==> src/rtl/jtopl_timer_ctrl_pkg.sv <==
// Shared constants and types for the OPL timer register front end:
// register addresses, control-byte bit positions and the timer register bundle.
package jtopl_timer_ctrl_pkg;

  localparam logic [7:0] REG_TMR_A    = 8'h02;
  localparam logic [7:0] REG_TMR_B    = 8'h03;
  localparam logic [7:0] REG_TMR_CTRL = 8'h04;

  localparam int CTRL_IRQRST = 7;
  localparam int CTRL_MASKA  = 6;
  localparam int CTRL_MASKB  = 5;
  localparam int CTRL_STB    = 1;
  localparam int CTRL_STA    = 0;

  typedef struct packed {
    logic [7:0] value_a;
    logic [7:0] value_b;
    logic       load_a;
    logic       load_b;
    logic       flagen_a;
    logic       flagen_b;
  } tmr_regs_t;

  // Flags start enabled: a cleared mask register means "unmasked".
  localparam tmr_regs_t TMR_REGS_RST = '{
    value_a:  8'h00,
    value_b:  8'h00,
    load_a:   1'b0,
    load_b:   1'b0,
    flagen_a: 1'b1,
    flagen_b: 1'b1
  };

  function automatic logic wr_edge(input logic req, input logic req_q);
    return req & ~req_q;
  endfunction

endpackage

==> src/rtl/jtopl_timer_ctrl_if.sv <==
// Host bus of the OPL timer front end: two-phase address/data writes,
// status byte read-back and the write-busy indication.
interface jtopl_timer_ctrl_if;
  logic       cs_n;
  logic       wr_n;
  logic       addr;
  logic [7:0] din;
  logic [7:0] dout;
  logic       busy;

  modport master (output cs_n, output wr_n, output addr, output din,
                  input dout, input busy);
  modport slave  (input cs_n, input wr_n, input addr, input din,
                  output dout, output busy);
endinterface

==> src/rtl/jtopl_busy_cnt.sv <==
// Loadable down-counter modelling the chip write-wait; decrements on cen
// while non-zero, and a load in the same cycle as cen takes priority.
module jtopl_busy_cnt #(
  parameter int W = 7
) (
  input  logic         clk,
  input  logic         rst_n,
  input  logic         cen,
  input  logic         load,
  input  logic [W-1:0] load_val,
  output logic         busy
);

  logic [W-1:0] cnt_q, cnt_d;

  always_comb begin
    cnt_d = cnt_q;
    if (load)
      cnt_d = load_val;
    else if (cen && (cnt_q != '0))
      cnt_d = cnt_q - W'(1);
  end

  always_ff @(posedge clk or negedge rst_n) begin
    if (!rst_n) cnt_q <= '0;
    else        cnt_q <= cnt_d;
  end

  assign busy = (cnt_q != '0);

endmodule

==> src/rtl/jtopl_timer_ctrl.sv <==
// CPU-side register front end for the OPL timer pair (regs 0x02-0x04).
// Optional build macro JTOPL_BUSY_DROP_EN: host writes arriving while busy are discarded.
module jtopl_timer_ctrl
  import jtopl_timer_ctrl_pkg::*;
#(
  parameter int         ADDR_WAIT  = 12,
  parameter int         DATA_WAIT  = 84,
  parameter logic [4:0] STATUS_LOW = 5'h06
) (
  input  logic               clk,
  input  logic               rst_n,
  input  logic               cen,
  jtopl_timer_ctrl_if.slave  host,
  output logic [7:0]         value_A,
  output logic [7:0]         value_B,
  output logic               load_A,
  output logic               load_B,
  output logic               flagen_A,
  output logic               flagen_B,
  output logic               clr_flag_A,
  output logic               clr_flag_B,
  input  logic               flag_A,
  input  logic               flag_B,
  input  logic               irq_n,
  output logic [7:0]         reg_sel,
  output logic [7:0]         reg_din,
  output logic               reg_wr
);

  localparam int CNT_W = $clog2(DATA_WAIT + 1);

  logic             wr_req, wr_req_q;
  logic             take;
  logic             busy;
  logic [CNT_W-1:0] wait_val;

  tmr_regs_t        regs_q, regs_d;
  logic [7:0]       reg_sel_q, reg_sel_d;
  logic [7:0]       reg_din_q, reg_din_d;
  logic             reg_wr_q, reg_wr_d;
  logic             clr_q, clr_d;
  logic [7:0]       dout_q, dout_d;

  assign wr_req = ~host.cs_n & ~host.wr_n;

`ifdef JTOPL_BUSY_DROP_EN
  assign take = wr_edge(wr_req, wr_req_q) & ~busy;
`else
  assign take = wr_edge(wr_req, wr_req_q);
`endif

  assign wait_val = host.addr ? CNT_W'(DATA_WAIT) : CNT_W'(ADDR_WAIT);

  always_comb begin
    regs_d    = regs_q;
    reg_sel_d = reg_sel_q;
    reg_din_d = reg_din_q;
    reg_wr_d  = 1'b0;
    clr_d     = 1'b0;
    dout_d    = {~irq_n, flag_A, flag_B, STATUS_LOW};
    if (take) begin
      if (!host.addr) begin
        reg_sel_d = host.din;
      end else begin
        reg_din_d = host.din;
        reg_wr_d  = 1'b1;
        // Decode uses the address latched by the previous address-phase write.
        case (reg_sel_q)
          REG_TMR_A: regs_d.value_a = host.din;
          REG_TMR_B: regs_d.value_b = host.din;
          REG_TMR_CTRL: begin
            if (host.din[CTRL_IRQRST]) begin
              clr_d = 1'b1;
            end else begin
              regs_d.flagen_a = ~host.din[CTRL_MASKA];
              regs_d.flagen_b = ~host.din[CTRL_MASKB];
              regs_d.load_b   = host.din[CTRL_STB];
              regs_d.load_a   = host.din[CTRL_STA];
            end
          end
          default: ;
        endcase
      end
    end
  end

  always_ff @(posedge clk or negedge rst_n) begin
    if (!rst_n) begin
      wr_req_q  <= 1'b0;
      regs_q    <= TMR_REGS_RST;
      reg_sel_q <= 8'h00;
      reg_din_q <= 8'h00;
      reg_wr_q  <= 1'b0;
      clr_q     <= 1'b0;
      dout_q    <= 8'h00;
    end else begin
      wr_req_q  <= wr_req;
      regs_q    <= regs_d;
      reg_sel_q <= reg_sel_d;
      reg_din_q <= reg_din_d;
      reg_wr_q  <= reg_wr_d;
      clr_q     <= clr_d;
      dout_q    <= dout_d;
    end
  end

  jtopl_busy_cnt #(.W(CNT_W)) u_busy_cnt (
    .clk      (clk),
    .rst_n    (rst_n),
    .cen      (cen),
    .load     (take),
    .load_val (wait_val),
    .busy     (busy)
  );

  assign host.busy  = busy;
  assign host.dout  = dout_q;
  assign value_A    = regs_q.value_a;
  assign value_B    = regs_q.value_b;
  assign load_A     = regs_q.load_a;
  assign load_B     = regs_q.load_b;
  assign flagen_A   = regs_q.flagen_a;
  assign flagen_B   = regs_q.flagen_b;
  assign clr_flag_A = clr_q;
  assign clr_flag_B = clr_q;
  assign reg_sel    = reg_sel_q;
  assign reg_din    = reg_din_q;
  assign reg_wr     = reg_wr_q;

endmodule

==> src/flat_wrapper.sv <==
// flat-port wrapper written by rule: the top's interface ports become plain ports
module jtopl_timer_ctrl_flat import jtopl_timer_ctrl_pkg::*;
#(
  parameter int         ADDR_WAIT  = 12,
  parameter int         DATA_WAIT  = 84,
  parameter logic [4:0] STATUS_LOW = 5'h06
)
  (clk, rst_n, cen, value_A, value_B, load_A, load_B, flagen_A, flagen_B, clr_flag_A, clr_flag_B, flag_A, flag_B, irq_n, reg_sel, reg_din, reg_wr, host_cs_n, host_wr_n, host_addr, host_din, host_dout, host_busy);
  jtopl_timer_ctrl_if host_i ();
  input  logic clk;
  input  logic rst_n;
  input  logic cen;
  output logic [7:0] value_A;
  output logic [7:0] value_B;
  output logic load_A;
  output logic load_B;
  output logic flagen_A;
  output logic flagen_B;
  output logic clr_flag_A;
  output logic clr_flag_B;
  input  logic flag_A;
  input  logic flag_B;
  input  logic irq_n;
  output logic [7:0] reg_sel;
  output logic [7:0] reg_din;
  output logic reg_wr;
  input wire logic [$bits(host_i.cs_n)-1:0] host_cs_n;
  input wire logic [$bits(host_i.wr_n)-1:0] host_wr_n;
  input wire logic [$bits(host_i.addr)-1:0] host_addr;
  input wire logic [$bits(host_i.din)-1:0] host_din;
  output wire logic [$bits(host_i.dout)-1:0] host_dout;
  output wire logic [$bits(host_i.busy)-1:0] host_busy;
  assign host_i.cs_n = host_cs_n;
  assign host_i.wr_n = host_wr_n;
  assign host_i.addr = host_addr;
  assign host_i.din = host_din;
  assign host_dout = host_i.dout;
  assign host_busy = host_i.busy;
  jtopl_timer_ctrl #(.ADDR_WAIT(ADDR_WAIT), .DATA_WAIT(DATA_WAIT), .STATUS_LOW(STATUS_LOW)) u_core (.clk(clk), .rst_n(rst_n), .cen(cen), .host(host_i), .value_A(value_A), .value_B(value_B), .load_A(load_A), .load_B(load_B), .flagen_A(flagen_A), .flagen_B(flagen_B), .clr_flag_A(clr_flag_A), .clr_flag_B(clr_flag_B), .flag_A(flag_A), .flag_B(flag_B), .irq_n(irq_n), .reg_sel(reg_sel), .reg_din(reg_din), .reg_wr(reg_wr));
endmodule
==> config.mk <==
export PLATFORM = sky130hd
export DESIGN_NAME = jtopl_timer_ctrl_flat
export DESIGN_NICKNAME = d
export VERILOG_FILES = /design/src/rtl/jtopl_timer_ctrl_pkg.sv /design/src/rtl/jtopl_timer_ctrl_if.sv /design/src/rtl/jtopl_busy_cnt.sv /design/src/rtl/jtopl_timer_ctrl.sv /design/src/flat_wrapper.sv
export SDC_FILE = /design/constraint.sdc
export NUM_CORES = 1
export LEC_CHECK = 0
export CORE_MARGIN = 4
export CORE_UTILIZATION = 47
export DETAILED_ROUTE_END_ITERATION = 10
export GPL_TIMING_DRIVEN = 0
export PLACE_DENSITY_LB_ADDON = 0.3
export SLEW_MARGIN = 20
export SYNTH_ARGS = -nofsm -noshare
export SYNTH_HDL_FRONTEND = slang
export SYNTH_HIERARCHICAL = 1
export SYNTH_SLANG_ARGS = --single-unit
==> constraint.sdc <==
create_clock -name clk -period 2.1 [get_ports clk]
set_clock_uncertainty 0.05 [all_clocks]
set_input_delay 0.42 -clock clk [delete_from_list [all_inputs] [get_ports clk]]
set_output_delay 0.42 -clock clk [all_outputs]
set_load 0.02 [all_outputs]
==> results.sh <==
export IMPL_run_status="complete, no violations"
export IMPL_critical_path_required_ps=2250
export IMPL_power_per_cell_area_nw_per_um2=843.2
export IMPL_gp_congestion=0.8035
export IMPL_first_pass_iters=4
export IMPL_setup_reg_to_reg_worst_slack_ps=190
export IMPL_synthMostInstantiatedCell="sky130_fd_sc_hd__dfrtp_1"
export IMPL_hold_buf_count_cts=0
export IMPL_clock_power_share_pct=26.4
export IMPL_synth_yosys_warnings=6
export IMPL_cts_buffers=5
export IMPL_nNetsFinal=251
export IMPL_async_reset_ff_share_pct=100.0
export IMPL_ir_drop_mv=0.6689
export IMPL_rows=24
export IMPL_tritoncts_num_sinks=50
export IMPL_cts_root_buf="sky130_fd_sc_hd__clkbuf_8"
export IMPL_max_freq_mhz=507.4
export IMPL_detail_route_drc_violations=0
export IMPL_num_fill_cells=348
export IMPL_final_max_slew_viol_count=0
export IMPL_port_buffer_count=61
export IMPL_floorplan_die_area_um2=5824
export IMPL_sw_frac_of_total_pct=29.79
export IMPL_r2r_start="u_core/u_busy_cnt/cnt_q[1]$_DFFE_PN0P_"
export IMPL_dominant_cell_type_by_area_after_synthesis="sky130_fd_sc_hd__dfrtp_1"
export IMPL_placedCellCount=275
export IMPL_netlist_top_cells_count="sky130_fd_sc_hd__dfrtp_1 (48), sky130_fd_sc_hd__mux2_2 (34), sky130_fd_sc_hd__inv_1 (9)"
export IMPL_cts_htree_levels=2
export IMPL_pin_count=65
export IMPL_synth_main_ff_cell="sky130_fd_sc_hd__dfrtp_1"
export IMPL_count_of_mapped_cells_out_of_synthesis=156
export IMPL_internal_power_uw=1799
export IMPL_overall_via_count_from_detail_route=1481
export IMPL_clock_tree_buffer_depth=2
export IMPL_synth_largest_type_area_fraction_pct=54.76
export IMPL_netlist_top_cells_area="sky130_fd_sc_hd__dfrtp_1 (55%), sky130_fd_sc_hd__mux2_2 (17%), sky130_fd_sc_hd__dfstp_2 (2.4%)"
export IMPL_tightestPinTransition_ps=634.0
export IMPL_destination_of_the_worst_register_to_register_timing_path="u_core/u_busy_cnt/cnt_q[4]$_DFFE_PN0P_"
export IMPL_cts_tree="yes"
export IMPL_critical_path_endpoint_type="flop"
export IMPL_share_comb_of_total_power_pct=26.0
export IMPL_final_layout_size_suffix_gt1_share_pct=28.76
export IMPL_die_boundary_height_um=76.32
export IMPL_flow_area_growth_from_synthesis_pct=38.56
export IMPL_min_period_ps=1971
export IMPL_pwr_share_seq_pct=47.6
export IMPL_post_synthesis_sequential_element_count=50
export IMPL_number_of_diodes=0
export IMPL_drt_antenna_violating_nets=0
export IMPL_cap_viol_max_count=0
export IMPL_timing_hold_ws_ps=74.52
export IMPL_die_width_um=76.32
export IMPL_via_count_of_the_first_global_routing_pass=1546
export IMPL_grt_first_pass_wirelength_mm=7.748
export IMPL_fin_total_pwr_uw=2563
export IMPL_rsz0062_at_grt="false"
export IMPL_timing_final_setup_violations=0
export IMPL_clk_transition_reported_paths_ps=90
export IMPL_finish_cell_count_without_fillers=285
export IMPL_detailed_place_hpwl_mm=3.176
export IMPL_total_leakage_power_uw=0.001378
export IMPL_clock_latency_ps=310
export IMPL_power_switching_uw=763.3
export IMPL_netlist_cell_type_count=42
export IMPL_worst_r2r_cell_count=5
export IMPL_grt_antenna_before_repair=0
export IMPL_finalHoldViolCount=0
export IMPL_floorplan_initialDensity_pct=49.35
export IMPL_max_slew_margin_pct=57.73
export IMPL_setup_worst_path_class="in -> reg"
export IMPL_min_path_type="in -> async"
export IMPL_worst_path_max_fanout=8
export IMPL_placeableCoreArea_um2=4444
export IMPL_startpoint_type="input port"
export IMPL_drt_vias_per_instance=5.196
export IMPL_synth_edff_count=0
export IMPL_totalWireLength_mm=4.582
export IMPL_finalCritPeriodShare_pct=93.85
export IMPL_drt_wirelength_per_cell_um=16.08
export IMPL_post_synth_instance_area_um2=2193
export IMPL_layout_core_utilization_pct=68.38
export IMPL_postSynthAreaPerCell_um2=14.06
export IMPL_residual_overflow_from_global_routing=0
export IMPL_grt_util_all_layers_pct=16.89
export IMPL_detailedRoute_firstIterationViolations=43
export IMPL_grt_max_degree=51
export IMPL_proportion_of_synthesized_chip_area_in_sequential_cells_pct=57.16
export IMPL_setup_tns_final_ps=0
export IMPL_worst_ep_arrival_time_ps=2120
## area by class of cell
type,count,area [um2],area share (%)
Inverter,9,33.78,1.112
Clock inverter,3,45.04,1.482
Tap cell,52,65.06,2.141
Timing Repair Buffer,63,618.1,20.34
Sequential cell,50,1254,41.25
Buffer,9,67.56,2.223
Multi-Input combinational cell,94,887.1,29.19
Clock buffer,5,68.82,2.264
## layer usage
| metal | wire length [um] | part of all wire [%] | GRT usage [%] |
|---|---|---|---|
| met1 | 1915 | 42 | 20.34 |
| met2 | 2277 | 50 | 27.77 |
| met3 | 318 | 6.9 | 6.265 |
| met4 | 70 | 1.5 | 5.978 |
| met5 | 0 | 0 | 0 |
## timing repair
item	4_1_cts	5_1_grt
pin swaps	1	0
setup buffers	2	0
endpoints found under the hold margin	0	0
gates resized for setup	5	3
setup endpoints to repair	1	18
## critical path, cell delays in order
cell	delay [ps]
sky130_fd_sc_hd__clkdlybuf4s50_1	630
sky130_fd_sc_hd__nor4b_4	290
sky130_fd_sc_hd__and4b_2	250
sky130_fd_sc_hd__buf_4	180
sky130_fd_sc_hd__mux2_2	340
## worst max-delay path by stage
stage / startpoint / to / depth (start not counted) / slack (ps)
2_1_floorplan: u_core/u_busy_cnt/cnt_q[0]$_DFFE_PN0P_ / u_core/u_busy_cnt/cnt_q[4]$_DFFE_PN0P_ / 5 / 330
3_3_place_gp: rst_n / u_core/value_B[5]$_DFFE_PN0P_ / 1 / -930
3_5_place_dp: host_addr / u_core/value_A[5]$_DFFE_PN0P_ / 5 / -270
4_1_cts: u_core/u_busy_cnt/cnt_q[0]$_DFFE_PN0P_ / host_busy / 6 / 20
5_1_grt: host_addr / u_core/value_B[4]$_DFFE_PN0P_ / 5 / 10
6_report: host_addr / u_core/value_B[3]$_DFFE_PN0P_ / 5 / 130
## power groups by stage
stage | logic, uW | registers, uW | clock network (uW)
floorplan | 236 | 1330 | 0
global placement | 648 | 1230 | 0
detailed placement | 657 | 1230 | 0
CTS | 672 | 1220 | 697
global route | 714 | 1250 | 736
finish | 667 | 1220 | 677
## cell families after synthesis
| logic type | count (synthesis) | synth area share (%) |
|---|---|---|
| AOI/OAI and AO/OA | 18 | 6.333 |
| adders and majority gates | 2 | 1.141 |
| buffers and inverters | 18 | 4.449 |
| DFF | 50 | 57.16 |
| muxes | 36 | 18.37 |
| other | 2 | 0.3424 |
| and+or+nand+nor | 30 | 12.21 |
## sequential cells by signal, summed over array words and instances, names as in the netlist, 4 cells and up
name,count
u_core/reg_din,8
u_core/reg_sel,8
u_core/value_A,8
u_core/value_B,8
u_core/u_busy_cnt/cnt_q,7
u_core/host.dout,4
## cell usage in the layout (no fill, tap or decap), types with 3 or more instances in the layout
cell | netlist | layout
sky130_fd_sc_hd__buf_4 | 6 | 9
sky130_fd_sc_hd__clkbuf_8 | 0 | 5
sky130_fd_sc_hd__inv_1 | 9 | 9
sky130_fd_sc_hd__a21oi_1 | 5 | 5
sky130_fd_sc_hd__conb_1 | 2 | 8
sky130_fd_sc_hd__nand2_1 | 4 | 4
sky130_fd_sc_hd__clkdlybuf4s50_1 | 0 | 59
sky130_fd_sc_hd__a2bb2oi_1 | 3 | 3
sky130_fd_sc_hd__dfrtp_1 | 48 | 48
sky130_fd_sc_hd__mux2_2 | 34 | 34
sky130_fd_sc_hd__nor4_4 | 2 | 3
## metrics by stage
stage,worst slack (ps),instance area (um2)
after CTS,17.22,3030
after detailed placement,-267.6,2889
after floorplan,327.6,2216
after global placement,-928.6,2892
after global routing,10.54,3039
final,129.1,3039
Power figures use the tool's default switching activity.
